### config.mk
export PLATFORM = sky130hd
export DESIGN_NAME = ex_result_arbiter
export DESIGN_NICKNAME = d
export VERILOG_FILES = /design/src/rtl/ex_result_arbiter_pkg.sv /design/src/rtl/ex_result_arbiter_rr_pick.sv /design/src/rtl/ex_result_arbiter.sv
export SDC_FILE = /design/constraint.sdc
export NUM_CORES = 1
export LEC_CHECK = 0
export BUFFER_PORTS_ARGS = -buffer_cell sky130_fd_sc_hd__buf_2
export CORE_ASPECT_RATIO = 0.75
export CORE_MARGIN = 2
export CORE_UTILIZATION = 45
export CTS_CLUSTER_SIZE = 28
export DETAILED_ROUTE_END_ITERATION = 8
export PLACE_DENSITY = 0.6
export SLEW_MARGIN = 20
export SYNTH_ARGS = -nofsm -noshare
export SYNTH_HDL_FRONTEND = slang
export SYNTH_SLANG_ARGS = --single-unit
### constraint.sdc
create_clock -name clk -period 9.1 [get_ports clk]
set_input_delay 0 -clock clk [delete_from_list [all_inputs] [get_ports clk]]
set_output_delay 0 -clock clk [all_outputs]
set_load 0.01 [all_outputs]
### src/rtl/ex_result_arbiter_pkg.sv
// Shared definitions for the EX-stage result arbiter: mux select codes,
// arbiter state encoding and the source-to-select mapping.
package ex_pkg;

  localparam int          SEL_BITS = 4;
  localparam logic [3:0]  SEL_IDLE = 4'b1111;

  typedef enum logic {
    IDLE  = 1'b0,
    GRANT = 1'b1
  } arb_state_t;

  // Code 0 aliases source 0 on the mux, so source k is shifted up by one.
  function automatic logic [SEL_BITS-1:0] src_to_sel(input int k);
    return SEL_BITS'(k + 1);
  endfunction

endpackage

### src/rtl/ex_result_arbiter_rr_pick.sv
// Combinational round-robin search: first set request at or after ptr,
// wrapping modulo NUM_SRC, with one optional index masked off.
module rr_pick #(
  parameter int NUM_SRC = 10,
  parameter int IDX_W   = (NUM_SRC > 1) ? $clog2(NUM_SRC) : 1
) (
  input  logic [NUM_SRC-1:0] req,
  input  logic [IDX_W-1:0]   ptr,
  input  logic               mask_en,
  input  logic [IDX_W-1:0]   mask_idx,
  output logic               found,
  output logic [IDX_W-1:0]   idx
);

  logic [NUM_SRC-1:0] req_m;

  always_comb begin
    req_m = req;
    if (mask_en) req_m[mask_idx] = 1'b0;
  end

  // Walk from the farthest offset down so the nearest hit is written last.
  always_comb begin
    int j;
    // NOTE: every combinational output gets a default first, so no path leaves it unassigned (no latch).
    found = 1'b0;
    idx   = '0;
    j     = 0;
    for (int i = NUM_SRC - 1; i >= 0; i--) begin
      j = int'(ptr) + i;
      if (j >= NUM_SRC) j = j - NUM_SRC;
      if (req_m[j]) begin
        found = 1'b1;
        idx   = IDX_W'(j);
      end
    end
  end

endmodule

### src/rtl/ex_result_arbiter.sv
// Round-robin arbiter for the EX-stage 10:1 result mux: one-hot grant,
// registered mux select, grant held across write-back stalls.
module ex_result_arbiter
  import ex_pkg::*;
#(
  parameter int NUM_SRC = 10,
  parameter int SEL_W   = 4
) (
  input  logic               clk,
  input  logic               rst,
  input  logic [NUM_SRC-1:0] req,
  input  logic               wb_ready,
  input  logic               flush,
  output logic [NUM_SRC-1:0] gnt,
  output logic [SEL_W-1:0]   sel,
  output logic               wb_valid,
  output logic               busy
);

  localparam int IDX_W = (NUM_SRC > 1) ? $clog2(NUM_SRC) : 1;

  arb_state_t         state, state_n;
  logic [NUM_SRC-1:0] gnt_n;
  logic [SEL_W-1:0]   sel_n;
  logic [IDX_W-1:0]   ptr, ptr_n, gidx, gidx_n, g_inc, pick_ptr, pick_idx;
  logic               pick_found, xfer;

  assign xfer     = (state == GRANT) && wb_ready;
  assign g_inc    = (gidx == IDX_W'(NUM_SRC - 1)) ? '0 : gidx + IDX_W'(1);
  assign pick_ptr = xfer ? g_inc : ptr;

  // One search serves both the IDLE pick and the re-pick after a transfer.
  rr_pick #(.NUM_SRC(NUM_SRC), .IDX_W(IDX_W)) u_pick (
    .req      (req),
    .ptr      (pick_ptr),
    .mask_en  (state == GRANT),
    .mask_idx (gidx),
    .found    (pick_found),
    .idx      (pick_idx)
  );

  always_comb begin
    state_n = state;
    gnt_n   = gnt;
    sel_n   = sel;
    ptr_n   = ptr;
    gidx_n  = gidx;
    // A transfer advances the pointer even when a flush cancels the re-pick.
    if (xfer) ptr_n = g_inc;
    if (flush) begin
      state_n = IDLE;
      gnt_n   = '0;
      sel_n   = SEL_IDLE;
    end else if ((state == IDLE) ? |req : wb_ready) begin
      if (pick_found) begin
        state_n = GRANT;
        gnt_n   = NUM_SRC'(1) << pick_idx;
        sel_n   = src_to_sel(int'(pick_idx));
        gidx_n  = pick_idx;
      end else begin
        state_n = IDLE;
        gnt_n   = '0;
        sel_n   = SEL_IDLE;
      end
    end
  end

  always_ff @(posedge clk) begin
    // NOTE: sequential state uses non-blocking assignments so every flop samples pre-edge values.
    if (rst) begin
      state    <= IDLE;
      gnt      <= '0;
      sel      <= SEL_IDLE;
      ptr      <= '0;
      gidx     <= '0;
      wb_valid <= 1'b0;
      busy     <= 1'b0;
    end else begin
      state    <= state_n;
      gnt      <= gnt_n;
      sel      <= sel_n;
      ptr      <= ptr_n;
      gidx     <= gidx_n;
      wb_valid <= |gnt_n;
      busy     <= (state_n == GRANT);
    end
  end

  // A granted source must keep requesting until its transfer cycle.
  a_req_held : assert property (@(posedge clk) disable iff (rst)
    (state == GRANT && !wb_ready && !flush) |-> req[gidx]);

endmodule
==> flow_summary.json, run 1 <==
{
  "first_global_vias": 4727,
  "cts-buffers-inserted": 3,
  "utilization": 0.490,
  "worstSetupEndpointType": "flip-flop",
  "dominantRegCellSynth": "sky130_fd_sc_hd__dfxtp_1",
  "placeableCoreArea_um2": 10400,
  "ant_diodes": 0,
  "gp_congestion": 0.986,
  "post_cts_hold_buffer_count": 0,
  "clock_path_buffers": 2,
  "hpwl_mm": 12.9,
  "worstSetupStartpoint": "gidx[2]$_SDFFE_PP0P_",
  "synthesis.yosys.warnings": 0,
  "syn_nets": 663,
  "tightestPinTransition_ns": 0.931,
  "finalHoldViolations": 0,
  "post_synthesis_instance_total": 626,
  "hold_slack_ns": 0.0291,
  "timing.max_cap.violations": 0,
  "ff2ff_setup_slack_ns": 2.44,
  "vdd_ir_drop_max_v": 0.000148,
  "drt-initial-drc-count": 653,
  "worst_r2r_startpoint": "gidx[2]$_SDFFE_PP0P_",
  "power_mw": 1.04,
  "setup-violations-final": 0,
  "clkTransAtPathRegs_ns": 0.07,
  "clk_root_buffer_cell": "sky130_fd_sc_hd__clkbuf_16",
  "die_width_um": 124,
  "post-synth-top-area-cell": "sky130_fd_sc_hd__dfxtp_1",
  "ant_nets": 0,
  "worst_setup_path_start_kind": "flip-flop",
  "drv_slew": 0,
  "dr.pass1.iters": 6,
  "max-slew-margin-rel": 0.379,
  "dieHeight_um": 93.7,
  "ios": 30,
  "grt_util_all_layers": 0.297,
  "mappedNetlistArea_um2": 4820,
  "critical-path-slowest-cell": "sky130_fd_sc_hd__dfxtp_1",
  "synth_seq_cells": 24,
  "critical_path.cell_chain": "nor2b_1 -> o211ai_2 -> nand2_2 -> inv_2 -> ha_1 -> nand3_1 -> o32ai_1 -> nor2_1 -> ha_1 -> o32ai_2 -> or4b_1 -> o32ai_2 -> a21oi_2 -> and4_1 -> nor2b_1 -> a31oi_4 -> nor2b_1 -> mux2i_1 -> nor2_1",
  "design.die.area_um2": 11600,
  "h-tree-depth": 1,
  "global_route_wire_length_before_repair_mm": 26.7,
  "rows": 32,
  "ys_types": 113,
  "via_count": 5271,
  "initial_utilization": 0.465,
  "async_reset_ff_frac": 0,
  "yosys.area.top_type_share": 0.0996,
  "fillCellCount": 1042,
  "grt_antenna_before_repair": 0,
  "drive_gt1_frac": 0.163,
  "timing.critical_path.required_ns": 9.25,
  "grt_overflow_total": 0,
  "cp_data_arrival_time_ns": 6.82,
  "worst_path_largest_cell_delay_ns": 0.77,
  "layout.nets": 668,
  "leakagePower_nw": 1.95,
  "setup.worst_path.end": "gidx[1]$_SDFFE_PP0P_",
  "cts_tree": "done",
  "remaining_drc_errors": 0,
  "maximum_number_of_pins_on_one_net_before_global_route_repair": 34,
  "timing.hold.worst.class": "primary input to flip-flop",
  "critPathMostFrequentCell": "sky130_fd_sc_hd__nor2b_1",
  "tns_ns": 0,
  "max_freq_mhz": 150,
  "port_buffers": 29,
  "r2r_end": "gidx[1]$_SDFFE_PP0P_",
  "insertion_delay_ns": 0.27,
  "via_per_inst": 6.88,
  "ys_top_cells_by_area": "sky130_fd_sc_hd__dfxtp_1 (10%), sky130_fd_sc_hd__mux2i_1 (6.0%), sky130_fd_sc_hd__ha_1 (5.7%), sky130_fd_sc_hd__nor2_1 (4.0%), sky130_fd_sc_hd__nand2_1 (3.9%)",
  "maximum_clock_skew_at_final_layout_ns": 0.00719,
  "post_cts_repair_setup_buffers": 0,
  "outcome": "finished clean",
  "layout.cells.most_common_list": "sky130_fd_sc_hd__nor2_1 (52), sky130_fd_sc_hd__nand2_1 (50), sky130_fd_sc_hd__mux2i_1 (29), sky130_fd_sc_hd__buf_2 (29), sky130_fd_sc_hd__a21oi_1 (28)",
  "cts_resized": 0,
  "mostFrequentLayoutCell": "sky130_fd_sc_hd__nor2_1",
  "routed_wirelength_mm": 16.9,
  "unrepaired_setup_endpoints_after_global_routing": "false",
  "power.density_cell_area_nw_per_um2": 204,
  "synth_sequential_area_ratio": 0.0996,
  "clock_sink_count": 24,
  "synthesis.area_per_instance_um2": 7.70,
  "area_growth_pct": 5.40,
  "number_of_flops_mapped_to_enable_cells_by_yosys": 0,
  "post_dr_wirelength_cell_um": 22.0,
  "crit_path_max_fanout": 22,
  "ff2ff_path_depth": 19,
  "worstSetupPathType": "flip-flop to flip-flop",
  "post-route-period-util": 0.732,
  "layout_min_cycle_time_ns": 6.66
}
-- state kept, by name (all words and copies together), names as in the netlist --
register	cells
gnt	10
gidx	4
ptr	4
sel	4
state	1
wb_valid	1
-- layer usage --
layer | part of all wire | vias up | wire length (um) | global-route usage
li1 | - | 2451 | - | -
met4 | 0.019 | 0 | 313 | 0.0701
met1 | 0.47 | 2507 | 7880 | 0.452
met2 | 0.41 | 290 | 6940 | 0.418
met3 | 0.10 | 23 | 1750 | 0.0655
met5 | 0 | - | 0 | 0
-- power breakdown --
| group | switching, mW | total (mW) | internal, mW |
|---|---|---|---|
| Sequential | 0.0285 | 0.151 | 0.122 |
| Combinational | 0.471 | 0.752 | 0.281 |
| Clock | 0.0447 | 0.132 | 0.0877 |
-- worst max-delay path: cells and delay by family (launching register included) --
| kind | cells | cell delay [ns] |
|---|---|---|
| compound gates | 6 | 1.72 |
| flops | 1 | 0.77 |
| simple gates | 9 | 2.28 |
| buf+inv | 1 | 0.44 |
| mux | 1 | 0.47 |
| fa+ha+maj | 2 | 0.85 |
-- synth_stat cells (all sizes together) (15+ instances only) --
cell type / instances
nand2: 53
nor2: 52
a21oi: 33
o21ai: 31
mux2i: 29
dfxtp: 24
buf: 23
ha: 22
nor3: 21
inv: 20
nand3: 20
nand2b: 18
xnor2: 17
nor4: 15
-- final cells by class --
class / instances / area, um2 / area share
Inverter: 21 / 83.8 / 0.0165
Sequential cell: 24 / 480 / 0.0945
Multi-Input combinational cell: 549 / 4080 / 0.802
Clock buffer: 3 / 75.1 / 0.0148
Tap cell: 136 / 170 / 0.0335
Timing Repair Buffer: 32 / 168 / 0.0330
Clock inverter: 1 / 30.0 / 0.00591
-- how the worst min path moves through the flow --
stage / start / to / cells after the start
after floorplan: flush / sel[0]$_SDFFE_PP1N_ / 2
after global placement: flush / sel[0]$_SDFFE_PP1N_ / 3
after detailed placement: flush / sel[0]$_SDFFE_PP1N_ / 3
after CTS: flush / sel[2]$_SDFFE_PP1N_ / 3
after global routing: flush / sel[2]$_SDFFE_PP1N_ / 3
final: flush / sel[2]$_SDFFE_PP1N_ / 3
-- logic make-up after synthesis --
group / Yosys count / synth area share
buffers and inverters: 53 / 0.0553
multiplexers: 37 / 0.0828
XOR/XNOR: 19 / 0.0431
AO/OA/AOI/OAI: 217 / 0.363
adder cells (fa/ha/maj): 23 / 0.0612
flip-flops: 24 / 0.0996
AND/OR/NAND/NOR: 253 / 0.295
-- metrics by stage --
| step | std cells | setup WS [ns] | area, um2 |
|---|---|---|---|
| after floorplan | 626 | 3.90 | 4820 |
| after global placement | 762 | 2.67 | 4980 |
| after detailed placement | 762 | 2.63 | 4980 |
| after CTS | 766 | 2.61 | 5080 |
| after global routing | 766 | 2.06 | 5080 |
| final | 766 | 2.44 | 5080 |
Note: power is estimated with default switching activity, not from simulation.
==> run 2, diff against run 1 <==
Clock period 9.1 ns to 6.75 ns, I/O delays scaled along.
==> flow_summary.json, run 2 (synthesis results as in run 1) <==
{
  "postLayoutCellArea_um2": 5130,
  "port_buffers": 29,
  "cts_resized": 0,
  "timing.critical_path.required_ns": 6.91,
  "critPathTopFamily": "compound AO/OA/AOI/OAI gates",
  "unrepaired_setup_endpoints_after_global_routing": "false",
  "gp_congestion": 0.997,
  "setup-violations-final": 0,
  "max_reg_flops": 10,
  "place_inst": 768,
  "ant_diodes": 0,
  "routed_wirelength_mm": 17.1,
  "max-slew-margin-rel": 0.408,
  "drive_gt1_frac": 0.171,
  "grt_util_all_layers": 0.295,
  "grt_antenna_before_repair": 0,
  "fillCellCount": 991,
  "timing.hold.worst.class": "primary input to flip-flop",
  "h-tree-depth": 1,
  "power.net_switching_mw": 0.741,
  "clkTransAtPathRegs_ns": 0.08,
  "critical_path.cell_chain": "nor2b_1 -> o211ai_2 -> nand2_2 -> inv_2 -> ha_1 -> nand3_1 -> o32ai_1 -> nor2_1 -> inv_2 -> ha_1 -> a31oi_1 -> o311a_1 -> o21ai_1 -> mux2i_1 -> a211oi_2 -> a21boi_1 -> a21boi_1 -> o22a_1 -> or2_1 -> nor2_1 -> ha_1 -> nor2_1 -> a41oi_1 -> o21a_1",
  "maximum_clock_skew_at_final_layout_ns": 0.00931,
  "post_cts_hold_buffer_count": 0,
  "critical-path-slowest-cell": "sky130_fd_sc_hd__dfxtp_1",
  "layout.cells.most_common_list": "sky130_fd_sc_hd__nor2_1 (52), sky130_fd_sc_hd__nand2_1 (50), sky130_fd_sc_hd__mux2i_1 (29), sky130_fd_sc_hd__buf_2 (29), sky130_fd_sc_hd__a21oi_1 (28)",
  "hpwl_mm": 13.1,
  "worstSetupPathType": "flip-flop to flip-flop",
  "maximum_number_of_pins_on_one_net_before_global_route_repair": 24,
  "drv_slew": 0,
  "global_route_wire_length_before_repair_mm": 26.2,
  "hold_slack_ns": 0.00836,
  "grt_overflow_total": 0,
  "layout.nets": 674,
  "dr.pass1.iters": 6,
  "ant_nets": 0,
  "tns_ns": 0,
  "outcome": "finished clean",
  "worstSetupEndpointType": "flip-flop",
  "first_global_vias": 4685,
  "design.die.area_um2": 11600,
  "via_count": 5318,
  "cp_data_arrival_time_ns": 6.47,
  "clock_path_buffers": 2,
  "crit_path_max_fanout": 22,
  "power_frac_seq": 0.148,
  "area_growth_pct": 6.33,
  "timing.max_cap.violations": 0,
  "layout_min_cycle_time_ns": 6.31,
  "clk_root_buffer_cell": "sky130_fd_sc_hd__clkbuf_16",
  "leakagePower_nw": 1.98,
  "post_cts_repair_setup_buffers": 0,
  "ios": 30,
  "die_width_um": 124,
  "worst-path-buf-inv": 2,
  "instance_area_after_placement_um2": 5020,
  "vdd_ir_drop_max_v": 0.000101,
  "via_per_inst": 6.89,
  "finalHoldViolations": 0,
  "mostFrequentLayoutCell": "sky130_fd_sc_hd__nor2_1",
  "power.density_cell_area_nw_per_um2": 274,
  "p_sw_frac": 0.527,
  "max_freq_mhz": 159,
  "cts_tree": "done",
  "drt-initial-drc-count": 664,
  "combPwrFrac": 0.723,
  "finalNonFillerCells": 772,
  "clock_sink_count": 24,
  "post-route-period-util": 0.934,
  "dieHeight_um": 93.7,
  "utilization": 0.494,
  "tightestPinTransition_ns": 0.888,
  "insertion_delay_ns": 0.27,
  "initial_utilization": 0.465,
  "remaining_drc_errors": 0,
  "worst_path_largest_cell_delay_ns": 0.78,
  "placeableCoreArea_um2": 10400,
  "p_int_mw": 0.665,
  "worst_setup_path_start_kind": "flip-flop",
  "cts-buffers-inserted": 3,
  "post_dr_wirelength_cell_um": 22.1,
  "rows": 32,
  "registers.top_by_ff_count": "gnt",
  "power.share.clock": 0.129
}
[run 2: cell types whose count changed in the layout (fill, tap and decap cells not counted)]
cell                    change
sky130_fd_sc_hd__buf_4      +6
[run 2: area by class of cell]
type,count,area (um2),share of cell area
multi-input combinational,549,4080,0.795
sequential,24,480,0.0937
timing repair buffer,38,213,0.0415
tap,136,170,0.0332
inverter,21,83.8,0.0163
clock buffer,3,75.1,0.0146
clock inverter,1,30.0,0.00586
[run 2: power by group through the flow]
stage | clock [mW] | sequential (mW) | combinational, mW
3_5_place_dp | 0 | 0.210 | 0.980
6_report | 0.181 | 0.209 | 1.02
5_1_grt | 0.187 | 0.212 | 1.09
3_3_place_gp | 0 | 0.207 | 0.985
4_1_cts | 0.182 | 0.207 | 0.985
2_1_floorplan | 0 | 0.191 | 0.768
[run 2: metal layers]
layer  track usage  vias to the layer above  share of wire
met5             0                        -              0
met4        0.0473                        0          0.014
met3        0.0540                       24          0.096
met2         0.444                      268           0.42
met1         0.438                     2555           0.47
li1              -                     2471              -
[run 2: stage by stage]
stage                     total power, mW  setup slack (ns)
final                                1.41             0.445
after global routing                 1.49            0.0468
after CTS                            1.37             0.638
after detailed placement             1.19             0.667
after global placement               1.19             0.724
after floorplan                     0.959              1.55
[run 2: worst register-to-register path, cell delays in order, from the launching register on]
cell and delay [ns]:
sky130_fd_sc_hd__dfxtp_1 0.78, sky130_fd_sc_hd__nor2b_1 0.21, sky130_fd_sc_hd__o211ai_2 0.30, sky130_fd_sc_hd__nand2_2 0.09, sky130_fd_sc_hd__inv_2 0.32, sky130_fd_sc_hd__ha_1 0.49
sky130_fd_sc_hd__nand3_1 0.13, sky130_fd_sc_hd__o32ai_1 0.41, sky130_fd_sc_hd__nor2_1 0.21, sky130_fd_sc_hd__inv_2 0.10, sky130_fd_sc_hd__ha_1 0.32, sky130_fd_sc_hd__a31oi_1 0.19
sky130_fd_sc_hd__o311a_1 0.32, sky130_fd_sc_hd__o21ai_1 0.16, sky130_fd_sc_hd__mux2i_1 0.22, sky130_fd_sc_hd__a211oi_2 0.44, sky130_fd_sc_hd__a21boi_1 0.25, sky130_fd_sc_hd__a21boi_1 0.18
sky130_fd_sc_hd__o22a_1 0.16, sky130_fd_sc_hd__or2_1 0.18, sky130_fd_sc_hd__nor2_1 0.07, sky130_fd_sc_hd__ha_1 0.20, sky130_fd_sc_hd__nor2_1 0.10, sky130_fd_sc_hd__a41oi_1 0.13
sky130_fd_sc_hd__o21a_1 0.22
[run 2: final timing paths]
kind	start	endpoint	slack, ns	depth (start not counted)
max reg2reg	gidx[2]$_SDFFE_PP0P_	wb_valid$_SDFF_PP0_	0.44	24
min	flush	sel[0]$_SDFFE_PP1N_	0.008	3
min reg2reg	gnt[7]$_SDFF_PP0_	gnt[7]$_SDFF_PP0_	0.47	2
max	gidx[2]$_SDFFE_PP0P_	wb_valid$_SDFF_PP0_	0.44	24
